==> src/rtl/parity_tx_pkg.sv <==
// Shared types and frame constants for the parity serial transmitter.
package parity_tx_pkg;

  localparam int unsigned FRAME_BITS = 7;  // start + 4 data + parity + stop
  localparam int unsigned DATA_BITS  = 4;

  typedef enum logic [2:0] {
    IDLE   = 3'd0,
    START  = 3'd1,
    DATA   = 3'd2,
    PARITY = 3'd3,
    STOP   = 3'd4
  } tx_state_t;

endpackage

==> src/rtl/parity_calc.sv <==
// Even-parity generator: output makes the total count of ones even.
module parity_calc
  import parity_tx_pkg::*;
(
  input  logic [DATA_BITS-1:0] data_i,
  output logic                 parity_o
);

  assign parity_o = ^data_i;

endmodule

==> src/rtl/parity_frame_tx.sv <==
// Serial transmitter: start, 4 data bits LSB first, even parity, stop.
module parity_frame_tx
  import parity_tx_pkg::*;
#(
  parameter int unsigned CLKS_PER_BIT = 4
) (
  input  logic                 clk,
  input  logic                 rst,
  input  logic [DATA_BITS-1:0] in_data,
  input  logic                 in_valid,
  output logic                 in_ready,
  output logic                 tx_out,
  output logic                 busy,
  output logic                 frame_done
);

  localparam int unsigned CW = (CLKS_PER_BIT > 1) ? $clog2(CLKS_PER_BIT) : 1;
  localparam int unsigned BW = $clog2(DATA_BITS);
  localparam logic [CW-1:0] CNT_LAST = CW'(CLKS_PER_BIT - 1);
  localparam logic [BW-1:0] BIT_LAST = BW'(DATA_BITS - 1);

  tx_state_t              state_q, state_d;
  logic [CW-1:0]          clk_cnt_q, clk_cnt_d;
  logic [BW-1:0]          bit_cnt_q, bit_cnt_d;
  logic [DATA_BITS-1:0]   data_q, data_d;
  logic                   tx_q, tx_d;
  logic                   done_q, done_d;
  logic                   parity;
  logic                   wrap;

  // Parity is taken from the latched nibble, so it cannot follow in_data.
  parity_calc u_parity (
    .data_i   (data_q),
    .parity_o (parity)
  );

  assign wrap       = (clk_cnt_q == CNT_LAST);
  assign in_ready   = (state_q == IDLE);
  assign busy       = (state_q != IDLE);
  assign tx_out     = tx_q;
  assign frame_done = done_q;

  // Next-state, counters and latched data.
  always_comb begin
    state_d   = state_q;
    clk_cnt_d = clk_cnt_q;
    bit_cnt_d = bit_cnt_q;
    data_d    = data_q;
    if (state_q == IDLE) begin
      if (in_valid) begin
        state_d   = START;
        data_d    = in_data;
        clk_cnt_d = '0;
        bit_cnt_d = '0;
      end
    end else begin
      clk_cnt_d = wrap ? '0 : clk_cnt_q + CW'(1);
      case (state_q)
        START:  if (wrap) begin
                  state_d   = DATA;
                  bit_cnt_d = '0;
                end
        DATA:   if (wrap) begin
                  if (bit_cnt_q == BIT_LAST) state_d = PARITY;
                  else bit_cnt_d = bit_cnt_q + BW'(1);
                end
        PARITY: if (wrap) state_d = STOP;
        STOP:   if (wrap) state_d = IDLE;
        default: state_d = IDLE;
      endcase
    end
  end

  // Outputs are registered from the next state so the line changes on the
  // same edge as the state that owns it (start bit right after accept).
  always_comb begin
    tx_d = 1'b1;
    case (state_d)
      START:   tx_d = 1'b0;
      DATA:    tx_d = data_d[bit_cnt_d];
      PARITY:  tx_d = parity;
      default: tx_d = 1'b1;
    endcase
    done_d = (state_d == STOP) && (clk_cnt_d == CNT_LAST);
  end

  // State registers; reset wins over any accept on the same edge.
  always_ff @(posedge clk) begin
    if (rst) begin
      state_q   <= IDLE;
      clk_cnt_q <= '0;
      bit_cnt_q <= '0;
      data_q    <= '0;
      tx_q      <= 1'b1;
      done_q    <= 1'b0;
    end else begin
      state_q   <= state_d;
      clk_cnt_q <= clk_cnt_d;
      bit_cnt_q <= bit_cnt_d;
      data_q    <= data_d;
      tx_q      <= tx_d;
      done_q    <= done_d;
    end
  end

endmodule

==> config.mk <==
export PLATFORM = sky130hd
export DESIGN_NAME = parity_frame_tx
export DESIGN_NICKNAME = d
export VERILOG_FILES = /design/src/rtl/parity_tx_pkg.sv /design/src/rtl/parity_calc.sv /design/src/rtl/parity_frame_tx.sv
export SDC_FILE = /design/constraint.sdc
export NUM_CORES = 1
export LEC_CHECK = 0
export BUFFER_PORTS_ARGS = -buffer_cell sky130_fd_sc_hd__buf_2
export CORE_MARGIN = 2
export CORE_UTILIZATION = 30
export DETAILED_ROUTE_END_ITERATION = 8
export PLACE_DENSITY = 0.47
export RECOVER_POWER = 25
export SLEW_MARGIN = 15
export SYNTH_ARGS = -nofsm -noshare
export SYNTH_HDL_FRONTEND = slang
export SYNTH_SLANG_ARGS = --single-unit
export TNS_END_PERCENT = 10
==> constraint.sdc <==
create_clock -name clk -period 1.9 [get_ports clk]
set_input_delay 0.19 -clock clk [delete_from_list [all_inputs] [get_ports clk]]
set_output_delay 0.19 -clock clk [all_outputs]
set_load 0.01 [all_outputs]
==> flow_summary.ini <==
[worst_setup_path]
cp-end-kind = flop
worst_r2r_endpoint = tx_out
worst_setup_path_startpoint = clk_cnt_q[0]
critical-path-max-stage-delay_ns = 0.39
path_class = flop to flop
critical_path_peak_fanout = 7
cp.buffers_inverters = 0
timing.critical_path.slowest_stage_cell = sky130_fd_sc_hd__dfxtp_1
reg2regPathDepth = 6
path_depth = 6
endpoint = tx_out
worst-endpoint-required_ns = 2.11
cpLargestDelayFamily = compound AO/OA/AOI/OAI gates
worstSetupStartpointType = flop
crit_path_cell_trace = ha_1 > nor4bb_2 > a21oi_1 > a311oi_2 > o211ai_2 > nand4_1
worst-endpoint-arrival_ns = 1.99
r2r-start = clk_cnt_q[0]
ff2ff_setup_slack_ns = 0.13

[cts]
htreeDepth = 1
cts_made_buffers = 3
ctsHoldBuffers = 0
clock_sinks = 13
cts-resized-gates = 0
clkSlewWorstSetupHoldPaths_ns = 0.09
cts_tree = yes
post-cts-setup-buffer-count = 0
clk_path_buf_depth = 2
worstSkewPairLatency_ns = 0.28
clock_tree.root_cell = sky130_fd_sc_hd__clkbuf_4

[global_routing]
globalRouteTotalUtil_pct = 12.9
grt_remaining_overflow = 0
first_global_vias = 635
grt_pass1_wl_um = 2700
antenna_found_initial = 0
grt_start_max_net_pins = 13

[timing]
final.hold.worst_slack_ns = 0.166
timing.clock.skew_ns = 0.00905
max_slew.worst_pin.slew_ns = 0.395
period_share_pct = 93.3
finalMaxSlewViolations = 0
hold_viol = 0
final.min_clock_period_ns = 1.77
slew_headroom_pct = 73.5
max_clock_freq_mhz = 564
setup_viol_count_final = 0

[layout]
most_common_library_cell_in_the_layout_ignoring_fill_and_taps = sky130_fd_sc_hd__dfxtp_1
area.sequential_um2 = 260
insertedDiodeCount = 0
post_route_cells_drive_above_1_share_pct = 22.7
multi_input_area_um2 = 463
area_growth_syn_to_layout_pct = 15.1
fillCellCount = 268
finish.net_count = 107
fin_cells = 127
most_frequent_cells_in_the_layout = sky130_fd_sc_hd__dfxtp_1, sky130_fd_sc_hd__buf_2, sky130_fd_sc_hd__a21oi_1, sky130_fd_sc_hd__nand2_1, sky130_fd_sc_hd__nand3_1
finish.utilization_pct = 35.8

[synth]
synth.yosys.warnings = 0
synth-edff-count = 0
yosys_most_used_dff = sky130_fd_sc_hd__dfxtp_1
post_synth_inst_count = 86
postSynthAreaPerCell_um2 = 8.79
synth_area_um2 = 756
synth-seq-cells = 13
postSynth.asyncResetShare_pct = 0
synth_cell_types = 36
synth_fp_nets = 95
synth_sequential_area_ratio_pct = 34.4

[outcome]
status = completed

[drt]
total_wirelength_um = 1630
drc_errors = 0
detail_route.first_pass.iterations = 4
post_drt_antenna_nets = 0
drt_iter0_markers = 10
vias = 647
wire_length_per_cell_after_detailed_routing_um = 12.8
dr_vias_cell = 5.09

[flow_run]
maxCapViolCount = 0

[placement]
hpwl_um = 1160
post-place-cells = 123
gp_congestion = 0.776
numPortBuffers = 10

[power]
p_sw_mw = 0.161
power_report.internal_total_mw = 0.410
power_frac_comb_pct = 17.9
fraction_of_power_spent_switching_nets_pct = 28.1
pwr_density_cell_mw_per_mm2 = 656
power.ir.vdd_worst_mv = 0.346
leakagePower_nw = 0.350
clock_power_share_pct = 30.0
pwr-share-seq_pct = 52.1

[die]
row_count = 18
core-area_mm2 = 0.00243
die_h_um = 54.2
die_area_mm2 = 0.00294
start_util_pct = 31.1
floorplan.die.width_um = 54.2
io_pins = 11

[hold_path]
hold_path_class = input pin to flop
holdPathStages = 3
==> area by class of cell <==
cell class	count	share of cell area, %
Sequential cell	13	29.9
Clock buffer	3	2.59
Multi-Input combinational cell	64	53.2
Timing Repair Buffer	13	8.06
Clock inverter	1	0.576
Tap cell	30	4.32
Inverter	3	1.29
==> routing by layer <==
metal / global-route usage, % / wire length (um) / share of wire, %
met5: 0 / 0 / 0
met4: 6.25 / 21 / 1.3
met3: 1.67 / 37 / 2.3
met1: 16.1 / 791 / 49
met2: 21.7 / 775 / 48
==> worst min-delay path by stage <==
| stage | startpoint | to | slack (ns) |
|---|---|---|---|
| 6_report | in_data[1] | data_q[1] | 0.17 |
| 3_5_place_dp | in_data[2] | data_q[2] | 0.47 |
| 2_1_floorplan | rst | clk_cnt_q[0] | 0.27 |
| 4_1_cts | in_data[1] | data_q[1] | 0.17 |
| 5_1_grt | in_data[1] | data_q[1] | 0.19 |
| 3_3_place_gp | in_data[2] | data_q[2] | 0.46 |
==> state kept, by name (all words and copies together) (netlist names) <==
register,cells
clk_cnt_q,2
frame_done,1
state_q,3
tx_out,1
bit_cnt_q,2
data_q,4
==> kinds of logic (layout without fill, tap and decap cells) <==
group                    Yosys count  count (layout)  synth area share, %
flip-flops                        13              13                 34.4
AO/OA/AOI/OAI                     19              19                 18.4
XOR/XNOR                           4               4                 4.64
AND/OR/NAND/NOR                   35              35                 28.1
adder cells (fa/ha/maj)            2               2                 3.31
multiplexers                       4               4                 5.96
buffers and inverters              9              20                 5.13
==> power groups by stage <==
stage / registers [mW] / clock network (mW) / logic, mW
floorplan: 0.300 / 0 / 0.0781
global placement: 0.304 / 0 / 0.102
detailed placement: 0.304 / 0 / 0.102
CTS: 0.297 / 0.177 / 0.103
global route: 0.299 / 0.189 / 0.115
finish: 0.297 / 0.171 / 0.102
==> through the flow <==
step	setup TNS [ns]	cell area [um^2]	total power [mW]	setup slack, ns
after floorplan	0	756	0.378	0.310
after global placement	0	838	0.406	0.207
after detailed placement	0	838	0.406	0.182
after CTS	0	866	0.576	0.0765
after global routing	-0.00933	870	0.603	-0.00933
final	0	870	0.571	0.127
==> worst min-delay path, stage by stage <==
cell	delay, ns
sky130_fd_sc_hd__buf_2	0.09
sky130_fd_sc_hd__nand3_1	0.06
sky130_fd_sc_hd__a21oi_1	0.05
==> synthesized netlist by cell type (all sizes together), types with 2 or more instances <==
cell type / number / area, um^2
dfxtp: 13 / 260
a21oi: 7 / 35.0
nand2: 6 / 22.5
nand3: 6 / 30.0
buf: 4 / 20.0
nor2: 4 / 15.0
inv: 3 / 11.3
mux2i: 3 / 30.0
nor2b: 3 / 18.8
nor3: 3 / 15.0
xnor2: 3 / 26.3
clkbuf: 2 / 7.51
ha: 2 / 25.0
nand2b: 2 / 12.5
nand4: 2 / 12.5
nand4b: 2 / 17.5
o21ai: 2 / 10.0
o31a: 2 / 17.5
or4b: 2 / 20.0
Power figures use the tool's default switching activity.
